## src/rtl/alu_result_stage_if.sv

```systemverilog
// ALU-to-memory result bus: ALU result/flags in, buffered writeback out,
// plus the architectural HI and flag registers.
interface alu_result_stage_if #(
   parameter int W   = 32,
   parameter int RDW = 5
);
   logic           in_valid;
   logic           in_ready;
   logic [3:0]     in_sel;
   logic [W-1:0]   in_out0;
   logic [W-1:0]   in_out1;
   logic           in_c;
   logic           in_z;
   logic           in_v;
   logic           in_setf;
   logic [RDW-1:0] in_rd;
   logic           in_wen;
   logic           out_valid;
   logic           out_ready;
   logic [W-1:0]   out_data;
   logic [RDW-1:0] out_rd;
   logic           out_wen;
   logic [W-1:0]   hi_q;
   logic [2:0]     flags_q;

   modport master (
      output in_valid, in_sel, in_out0, in_out1,
      output in_c, in_z, in_v, in_setf, in_rd, in_wen,
      output out_ready,
      input  in_ready, out_valid, out_data, out_rd, out_wen,
      input  hi_q, flags_q
   );

   modport slave (
      input  in_valid, in_sel, in_out0, in_out1,
      input  in_c, in_z, in_v, in_setf, in_rd, in_wen,
      input  out_ready,
      output in_ready, out_valid, out_data, out_rd, out_wen,
      output hi_q, flags_q
   );
endinterface

```

## src/rtl/alu_result_stage.sv

```systemverilog
// Execute-to-memory stage: HI/flag registers plus a two-entry skid
// buffer carrying ALU results downstream.
module alu_result_stage #(
   parameter int W   = 32,
   parameter int RDW = 5
) (
   input logic              clk,
   input logic              rst,
   input logic              flush,
   alu_result_stage_if.slave bus
);
   typedef struct packed {
      logic [W-1:0]   data;
      logic [RDW-1:0] rd;
      logic           wen;
   } ent_t;

   localparam logic [3:0] SEL_MUL = 4'd2;

   ent_t       main_q;
   ent_t       skid_q;
   ent_t       in_ent;
   logic       main_v;
   logic       skid_v;
   logic       rdy_q;
   logic [W-1:0] hi;
   logic [2:0] flags;
   logic       acc;

   assign acc    = bus.in_valid & rdy_q & ~flush;
   assign in_ent = '{data: bus.in_out0,
                     rd:   bus.in_rd,
                     wen:  bus.in_wen};

   // in_ready tracks "skid will be empty", so it never sees out_ready combinationally
   always_ff @(posedge clk) begin
      if (rst) begin
         main_v <= 1'b0;
         skid_v <= 1'b0;
         rdy_q  <= 1'b0;
         main_q <= '0;
         skid_q <= '0;
      end else if (flush) begin
         main_v <= 1'b0;
         skid_v <= 1'b0;
         rdy_q  <= 1'b1;
      end else if (skid_v) begin
         if (bus.out_ready) begin
            main_q <= skid_q;
            skid_v <= 1'b0;
         end
         rdy_q <= bus.out_ready;
      end else if (!main_v) begin
         if (acc) begin
            main_q <= in_ent;
            main_v <= 1'b1;
         end
         rdy_q <= 1'b1;
      end else if (bus.out_ready) begin
         if (acc) main_q <= in_ent;
         else     main_v <= 1'b0;
         rdy_q <= 1'b1;
      end else begin
         if (acc) begin
            skid_q <= in_ent;
            skid_v <= 1'b1;
         end
         rdy_q <= ~acc;
      end
   end

   // HI and flags commit at accept; a later flush does not undo them
   always_ff @(posedge clk) begin
      if (rst) begin
         hi    <= '0;
         flags <= '0;
      end else begin
         if (acc && bus.in_sel == SEL_MUL) hi <= bus.in_out1;
         if (acc && bus.in_setf) flags <= {bus.in_c, bus.in_z, bus.in_v};
      end
   end

   assign bus.in_ready  = rdy_q;
   assign bus.out_valid = main_v;
   assign bus.out_data  = main_q.data;
   assign bus.out_rd    = main_q.rd;
   assign bus.out_wen   = main_q.wen;
   assign bus.hi_q      = hi;
   assign bus.flags_q   = flags;
endmodule

```

## src/flat_wrapper.sv

```systemverilog
// flat-port wrapper written by rule: the top's interface ports become plain ports
module alu_result_stage_flat 
#(
   parameter int W   = 32,
   parameter int RDW = 5
)
  (clk, rst, flush, bus_in_valid, bus_in_sel, bus_in_out0, bus_in_out1, bus_in_c, bus_in_z, bus_in_v, bus_in_setf, bus_in_rd, bus_in_wen, bus_out_ready, bus_in_ready, bus_out_valid, bus_out_data, bus_out_rd, bus_out_wen, bus_hi_q, bus_flags_q);
  alu_result_stage_if #(.W(W), .RDW(RDW)) bus_i ();
  input logic clk;
  input logic rst;
  input logic flush;
  input wire logic [$bits(bus_i.in_valid)-1:0] bus_in_valid;
  input wire logic [$bits(bus_i.in_sel)-1:0] bus_in_sel;
  input wire logic [$bits(bus_i.in_out0)-1:0] bus_in_out0;
  input wire logic [$bits(bus_i.in_out1)-1:0] bus_in_out1;
  input wire logic [$bits(bus_i.in_c)-1:0] bus_in_c;
  input wire logic [$bits(bus_i.in_z)-1:0] bus_in_z;
  input wire logic [$bits(bus_i.in_v)-1:0] bus_in_v;
  input wire logic [$bits(bus_i.in_setf)-1:0] bus_in_setf;
  input wire logic [$bits(bus_i.in_rd)-1:0] bus_in_rd;
  input wire logic [$bits(bus_i.in_wen)-1:0] bus_in_wen;
  input wire logic [$bits(bus_i.out_ready)-1:0] bus_out_ready;
  output wire logic [$bits(bus_i.in_ready)-1:0] bus_in_ready;
  output wire logic [$bits(bus_i.out_valid)-1:0] bus_out_valid;
  output wire logic [$bits(bus_i.out_data)-1:0] bus_out_data;
  output wire logic [$bits(bus_i.out_rd)-1:0] bus_out_rd;
  output wire logic [$bits(bus_i.out_wen)-1:0] bus_out_wen;
  output wire logic [$bits(bus_i.hi_q)-1:0] bus_hi_q;
  output wire logic [$bits(bus_i.flags_q)-1:0] bus_flags_q;
  assign bus_i.in_valid = bus_in_valid;
  assign bus_i.in_sel = bus_in_sel;
  assign bus_i.in_out0 = bus_in_out0;
  assign bus_i.in_out1 = bus_in_out1;
  assign bus_i.in_c = bus_in_c;
  assign bus_i.in_z = bus_in_z;
  assign bus_i.in_v = bus_in_v;
  assign bus_i.in_setf = bus_in_setf;
  assign bus_i.in_rd = bus_in_rd;
  assign bus_i.in_wen = bus_in_wen;
  assign bus_i.out_ready = bus_out_ready;
  assign bus_in_ready = bus_i.in_ready;
  assign bus_out_valid = bus_i.out_valid;
  assign bus_out_data = bus_i.out_data;
  assign bus_out_rd = bus_i.out_rd;
  assign bus_out_wen = bus_i.out_wen;
  assign bus_hi_q = bus_i.hi_q;
  assign bus_flags_q = bus_i.flags_q;
  alu_result_stage #(.W(W), .RDW(RDW)) u_core (.clk(clk), .rst(rst), .flush(flush), .bus(bus_i));
endmodule
```

## config.mk

```make
export PLATFORM = sky130hd
export DESIGN_NAME = alu_result_stage_flat
export DESIGN_NICKNAME = d
export VERILOG_FILES = /design/src/rtl/alu_result_stage_if.sv /design/src/rtl/alu_result_stage.sv /design/src/flat_wrapper.sv
export SDC_FILE = /design/constraint.sdc
export NUM_CORES = 1
export LEC_CHECK = 0
export ABC_AREA = 1
export CELL_PAD_IN_SITES_DETAIL_PLACEMENT = 0
export CELL_PAD_IN_SITES_GLOBAL_PLACEMENT = 2
export CORE_UTILIZATION = 30
export DETAILED_ROUTE_END_ITERATION = 8
export DONT_BUFFER_PORTS = 1
export PLACE_DENSITY = 0.87
export SLEW_MARGIN = 30
export SYNTH_ARGS = -nofsm -noshare
export SYNTH_HDL_FRONTEND = slang
export SYNTH_SLANG_ARGS = --single-unit
```

## constraint.sdc

```tcl
create_clock -name clk -period 1.1 [get_ports clk]
set_input_delay 0.11 -clock clk [delete_from_list [all_inputs] [get_ports clk]]
set_output_delay 0.11 -clock clk [all_outputs]
set_load 0.005 [all_outputs]
```

# After elaboration in Yosys (flattened, before gate mapping)

Cells that the tools add are included.

Equality and inequality tests: 3
Multiplexer cells: 16
Bitwise operators: 6
Reduce and logical (&&, ||, !) cells: 5

Operators by type and width:

| operator           | count |
|---|---|
| $mux 38            | 5 |
| $mux 1             | 11 |
| $reduce_and 5->1   | 1 |
| $eq 4x2->1 const B | 1 |
| $ne 2x2->1 const B | 2 |
| $not 1->1          | 4 |
| $reduce_and 3->1   | 1 |
| $and 1x1->1        | 2 |
| $logic_and 1x1->1  | 2 |
| $reduce_or 2->1    | 1 |

Register bits after elaboration: 114
Input bits: 83
Output and inout bits: 75
Logic and storage cells: 41

# Logic depth before layout (Yosys ltp)

Gate-level depths: netlist (run 1).

Word-level depth: 7
Depth in mapped cells: 9
Gate-level depth less buffers: 7

# Worst setup path before layout (run 1)

No wires, ideal clock.

Path kind: reg2reg
Start point: register u_core.rdy_q (netlist: u_core.bus.in_ready)
End point: register u_core.main_q, in the netlist u_core.bus.out_data[11]
Setup time: 0.064 ns
Arrival time: 1.117 ns
Data required time: 1.036 ns
Slack: -0.081 ns
Cell stages (with the launch flop): 9
Path buffers: 2
Clock period less this slack: 1.181 ns
Cell sequence: dfxtp_1 nand2_1 nor2_4 nor2_1 nor2_2 buf_4 buf_6 nor2_1 nor2_1

Word-level cells in the longest chain between the ends: 6

RTL lines:

| element                     | RTL line               | source |
|---|---|---|
| start, declared             | alu_result_stage.sv:25 | `logic rdy_q;` |
| start signal, assigned      | alu_result_stage.sv:52 | `rdy_q <= bus.out_ready;` |
| start signal, assigned      | alu_result_stage.sv:68 | `rdy_q <= ~acc;` |
| $and 1x1->1 * (2 in series) | alu_result_stage.sv:30 | `assign acc = bus.in_valid & rdy_q & ~flush;` |
| $mux 38 *                   | n/a                    |  |
| $mux 38                     | n/a                    |  |
| $mux 38 * (2 in series)     | n/a                    |  |
| end signal, assigned        | alu_result_stage.sv:49 | `main_q <= skid_q;` |
| end signal, assigned        | alu_result_stage.sv:55 | `main_q <= in_ent;` |
| end signal, assigned        | alu_result_stage.sv:60 | `if (acc) main_q <= in_ent;` |
| end, declared               | alu_result_stage.sv:20 | `ent_t main_q;` |

Every way passes the cells marked *; elsewhere a longest branch is shown, timed or not. The select of a mux whose other input is x is not followed.
A chain may end at the register's enable or synchronous reset.

# Final worst setup path (run 1)

Start point: register u_core.rdy_q (netlist: u_core.bus.in_ready)
End point: register u_core.main_q, in the netlist u_core.bus.out_data[21]

The elaborated chain is that of the path after synthesis.

==> results of run 1 <==
==> flip-flops by register name, summed over array words and instances, names as in the netlist <==
| register | count |
|---|---|
| u_core.skid_v | 1 |
| u_core.bus.in_ready | 1 |
| u_core.bus.out_rd | 5 |
| u_core.bus.flags_q | 3 |
| u_core.bus.hi_q | 32 |
| u_core.bus.out_wen | 1 |
| u_core.bus.out_valid | 1 |
| u_core.bus.out_data | 32 |
| u_core.skid_q | 38 |
==> cell families after synthesis <==
family	share of synthesized area (%)
AOI/OAI and AO/OA	7.95
DFF	47.7
buffers and inverters	6.96
and+or+nand+nor	37.4
==> path summary, 6_finish.rpt <==
path / startpoint / end / slack, ps / cells past startpoint
min: bus_out_ready / u_core.skid_v / 40 / 4
min reg2reg: u_core.skid_q[26] / u_core.skid_q[26] / 470 / 2
max reg2reg: u_core.bus.in_ready / u_core.bus.out_data[21] / -180 / 9
max: u_core.bus.in_ready / u_core.bus.out_data[21] / -180 / 9
==> power breakdown <==
group | switching [W] | total, W | internal, W
Sequential | 0.0000648 | 0.00426 | 0.00420
Clock | 0.00193 | 0.00656 | 0.00463
Combinational | 0.000386 | 0.000830 | 0.000445
==> layer usage <==
layer | part of all wire [%] | track usage [%] | wire length, microns | vias to the layer above
li1 | - | - | - | 2327
met3 | 8.0 | 6.01 | 1250 | 26
met5 | 0 | 0 | 0 | -
met1 | 42 | 21.4 | 6500 | 2139
met2 | 48 | 31.8 | 7420 | 191
met4 | 2.8 | 8.86 | 441 | 0
==> critical path: stages, from the launching register on <==
cell and delay (ps):
dfxtp_2 340, nand2_4 60, nor2_4 90, buf_6 130, nor2_4 40, nor2_4 120, buf_6 140, clkbuf_16 160
nor2_2 30, nor2_1 90
==> metrics by stage <==
stage | TNS [ps] | std cells | util, % | cell area (sq um)
3_3_place_gp | -14680 | 875 | 33.5 | 5150
5_1_grt | -21880 | 996 | 46.9 | 7210
2_1_floorplan | -3100 | 680 | - | 4810
3_5_place_dp | -18460 | 875 | 33.5 | 5150
4_1_cts | -11550 | 990 | 44.9 | 6900
6_report | -13250 | 996 | 46.9 | 7210
==> synthesized netlist by cell type <==
cell type,number,area share (%)
nor2_1,222,17
o21ai_1,1,0.10
nor2_4,1,0.24
inv_1,8,0.63
buf_1,2,0.16
nand2_1,129,10
nor2_2,1,0.13
clkbuf_1,15,1.2
buf_6,10,2.4
a21oi_1,5,0.52
nand2_2,1,0.13
buf_4,10,1.6
o21ai_0,70,7.3
nand3_1,42,4.4
buf_2,8,0.84
dfxtp_1,114,48
and2_0,10,1.3
and2_1,28,3.7
inv_2,3,0.24
==> cells in the final DEF (no fill, tap or decap), drive strengths merged <==
master         n
a21oi          5
bufinv         7
clkbuf        26
o21ai         71
nand3         42
dfxtp        114
buf           38
nor2         224
and2          38
dlygate4sd3   76
clkinv         4
inv           10
nand2        130
==> repair_timing <==
| item | 4_1_cts | 5_1_grt |
|---|---|---|
| resized for setup | 79 | 73 |
| setup endpoints to repair | 110 | 113 |
| gates cloned | 3 | 6 |
| endpoints found under the hold margin | 75 | 0 |
| buffers inserted | 6 | 1 |
| hold buffers | 76 | 0 |
| pin swaps | 2 | 14 |
==> layout make-up <==
cell class,count,area [sq um]
Clock buffer,20,467
Clock inverter,10,229
Fill cell,1461,8170
Inverter,11,61.3
Multi-Input combinational cell,510,2460
Sequential cell,114,2290
Tap cell,211,264
Timing Repair Buffer,120,1440
==> run metrics, run 1 <==
outcome finished with violations; failing checks negative setup slack; clk sinks 114; H-Tree Depth 4; Worst Tran Pin Value 439 ps; Synth-to-Final Area Change 50.6%; post-layout minimum cycle time between 1000 and 1500 ps; f_max between 700 and 800 MHz; initial antenna violation count 0; Die Wd 128 microns; kind of critical path register to register; Max Cap Viol 0; CTS root buf clkbuf_16; Clock Latency Late Sink 410 ps; dpl ws -203 ps; Fin. Hold Viols 0; flops & latches, synth around 110; Yosys cell types 19; die area 16,500 sq um; slew margin rel. 70.6%; PwrDens 1620 nW/um^2; synthesized instance count 680; number of global-route vias before repair 4,542; total CTS buffers 17; Final WS setup -176 ps; final wirelength 15,600 microns; drt first pass iters 4; Residual DRC 0; clock slew at reported path FFs 60 ps; Yosys Warn Count 0; Crit Path Max Fanout 6; Seq/Total Area, Yosys 47.7%; Buffers on Ports 0; Antenna diodes 0; GP Congestion 0.765; GRT overflow 0; worst min path class input port to register; Tcrit/Tclk final 116%; crit end category register; starting density of the core 31.1%; # rows 45; synthesized area approximately 4800 sq um; Vias/cell 4.70; Critical Path AT 1620 ps; startpoint types register; DR vias 4,683; RSZ-0062 raised after global routing true; Pins Over Slew Limit 0; final setup fails 111; leakage power 2.89 nW; top-level port count 158; VDD IR max 1.03 mV; largest net degree at the start of global routing 65; first-pass GRT wire length roughly 23,000 microns; # nets final about 860; layout cell share with drive strength beyond 1 19.0%; 1st-iter DRT viols 341; final hold slack ~36 ps; core area between 15,000 and 20,000 sq um; DRT antenna net count 0; clk buf depth 2; GR Util All Layers between 10% and 20%; TritonCTS clock tree done; CP required roughly 1500 ps; Clock Skews 12.8 ps; HPWL Detailed 8810 microns; PnR Total Power 0.0117 W; mean post-synth cell area 7.04 sq um; Die Span Y 128 microns; Post-Syn Nets roughly 760; routed len/inst between 15 and 20 microns
Note: power is estimated with default switching activity, not from simulation.
==> run 2, diff against run 1 <==
- CAP_MARGIN: default -> 10
==> results of run 2 <==
Final layout, timing and power as in run 1 (identical DEF).
==> run 3, diff against run 2 <==
- ABC_CLOCK_PERIOD_IN_PS: default -> 1100
- CELL_PAD_IN_SITES_GLOBAL_PLACEMENT: 2 -> 1
- CORE_UTILIZATION: 30 -> 39
- CTS_CLUSTER_DIAMETER: default -> 50
- PLACE_DENSITY: 0.87 -> 0.86
==> run metrics, run 3 (synthesized netlist as in run 1, its figures left out) <==
VDD IR max 1.11 mV; Die Wd 113 microns; die area between 10,000 and 15,000 sq um; starting density of the core approximately two fifths; Top reg by flops u_core.skid_q; Critical Path AT 1600 ps; clock slew at reported path FFs 60 ps; CP Launch Point u_core.bus.in_ready; initial antenna violation count 0; most common cell after layout, fill and taps aside nor2_1; clk sinks 114; 1st-iter DRT viols 267; HPWL Detailed 7900 microns; routed len/inst 14.2 microns; Antenna diodes 0; crit-path most repeated cell buf_6; # rows 40; Critical R2R Capture u_core.bus.out_data[8]; Worst Tran Pin Value ~320 ps; DRT antenna net count 0; Vias/cell 4.99; final wirelength around 13,000 microns; slew margin rel. 78.9%; max FFs per register 38; FILL cells 1,073; DR vias 4,612; GRT overflow 0; GP Congestion 0.756; final setup fails ~110; # nets final 848; critical path's largest stage delay 350 ps; outcome finished with violations; H-Tree Depth 4; Die Span Y 113 microns; kind of critical path register to register; PwrDens 1590 nW/um^2; CP required 1400 ps; most frequent cells in the layout 219 x nor2_1, 120 x nand2_1, 112 x dfxtp_1; RSZ-0062 raised after global routing true; Fin. Hold Viols 0; total CTS buffers 17; layout cell share with drive strength beyond 1 13.5%; startpoint types register; PnR Total Power 0.0107 W; Synth-to-Final Area Change 40.8%; drt first pass iters 5; first-pass GRT wire length 21,000 microns; failing checks negative setup slack; worst reg-to-reg setup slack -210 ps; f_max around 770 MHz; Pins Over Slew Limit 0; number of global-route vias before repair 4,515; crit end category register; GR Util All Layers 20.9%; busiest grt layer met2; core area roughly 12,000 sq um; Buffers on Ports 0; Residual DRC 0; M3 GR Usage under 10%; clk buf depth 2; worst min path class input port to register; met1 Use GR 22.8%; TritonCTS clock tree done; Setup crit end u_core.bus.out_data[8]; leakage power 2.72 nW; Setup Total Neg Slack -14,750 ps; global routing usage on met2 between 30% and 40%; Final WS setup -207 ps; Crit Path Max Fanout 5; Clock Latency Late Sink about 410 ps; Crit Reg-Reg Startpoint u_core.bus.in_ready; CTS root buf clkbuf_16; Clock Skews 7.50 ps; Max Cap Viol 0; CP max stage cell dfxtp_2; post-layout minimum cycle time 1310 ps; largest net degree at the start of global routing 42; top-level port count between 150 and 200; Tcrit/Tclk final 119%; worst path cell trace nand2_4 > buf_6 > o21ai_4 > buf_6 > buf_12 > nand3_1 > nand2_1 > nor2_1; worst reg2reg path depth 8
[run 3: repair_timing]
action / CTS / global route
gates cloned: 0 / 3
hold endpoints to repair: 76 / 0
resized for setup: 9 / 51
pin swaps: 1 / 3
setup buffers: 0 / 4
endpoints found under the setup margin: 109 / 113
hold buffers: 76 / 0
[run 3: worst min path at each step]
stage             startpoint             endpoint  slack (ps)  cells past startpoint
2_1_floorplan            rst  u_core.bus.in_ready         170                      1
3_3_place_gp             rst  u_core.bus.in_ready         180                      1
3_5_place_dp             rst  u_core.bus.in_ready         180                      1
4_1_cts        bus_out_ready        u_core.skid_v         0.8                      4
5_1_grt        bus_out_ready        u_core.skid_v          30                      4
6_report       bus_out_ready        u_core.skid_v          10                      4
[run 3: stage by stage]
stage	instances	util, %	hold WS [ps]	area, sq um	setup WS [ps]
finish	924	56.3	10.9	6740	-207
floorplan	680	-	172	4810	-64.6
detailed placement	810	42.6	176	5100	-178
global placement	810	42.6	179	5100	-131
global route	924	56.3	30.0	6740	-250
CTS	917	54.2	0.781	6480	-155
[run 3: final cells by class]
cell class                 count  area [sq um]  area share, %
sequential                   114          2290           34.0
timing repair buffer         111          1280           18.9
clock buffer                  22           494           7.34
clock inverter                 9           128           1.89
multi-input combinational    510          2320           34.4
tap                          147           184           2.73
inverter                      11          48.8          0.725
[run 3: report_power, final]
group / internal, W / total [W] / switching (W) / leakage (nW)
sequential: 0.00420 / 0.00425 / 0.0000504 / 0.922
combinational: 0.000425 / 0.000786 / 0.000361 / 1.49
clock: 0.00383 / 0.00568 / 0.00185 / 0.300
[run 3: per-layer routing]
layer	wire length, microns	part of all wire, %	up-vias
li1	-	-	2300
met1	5470	42	2115
met2	6460	49	176
met3	962	7.3	21
met4	265	2.0	0
met5	0	0	-
[run 3: critical path, delay by kind of cell (launching register included)]
family          cells  cell delay (ps)
compound gates      1              140
simple gates        4              290
flops               1              350
buf+inv             3              420
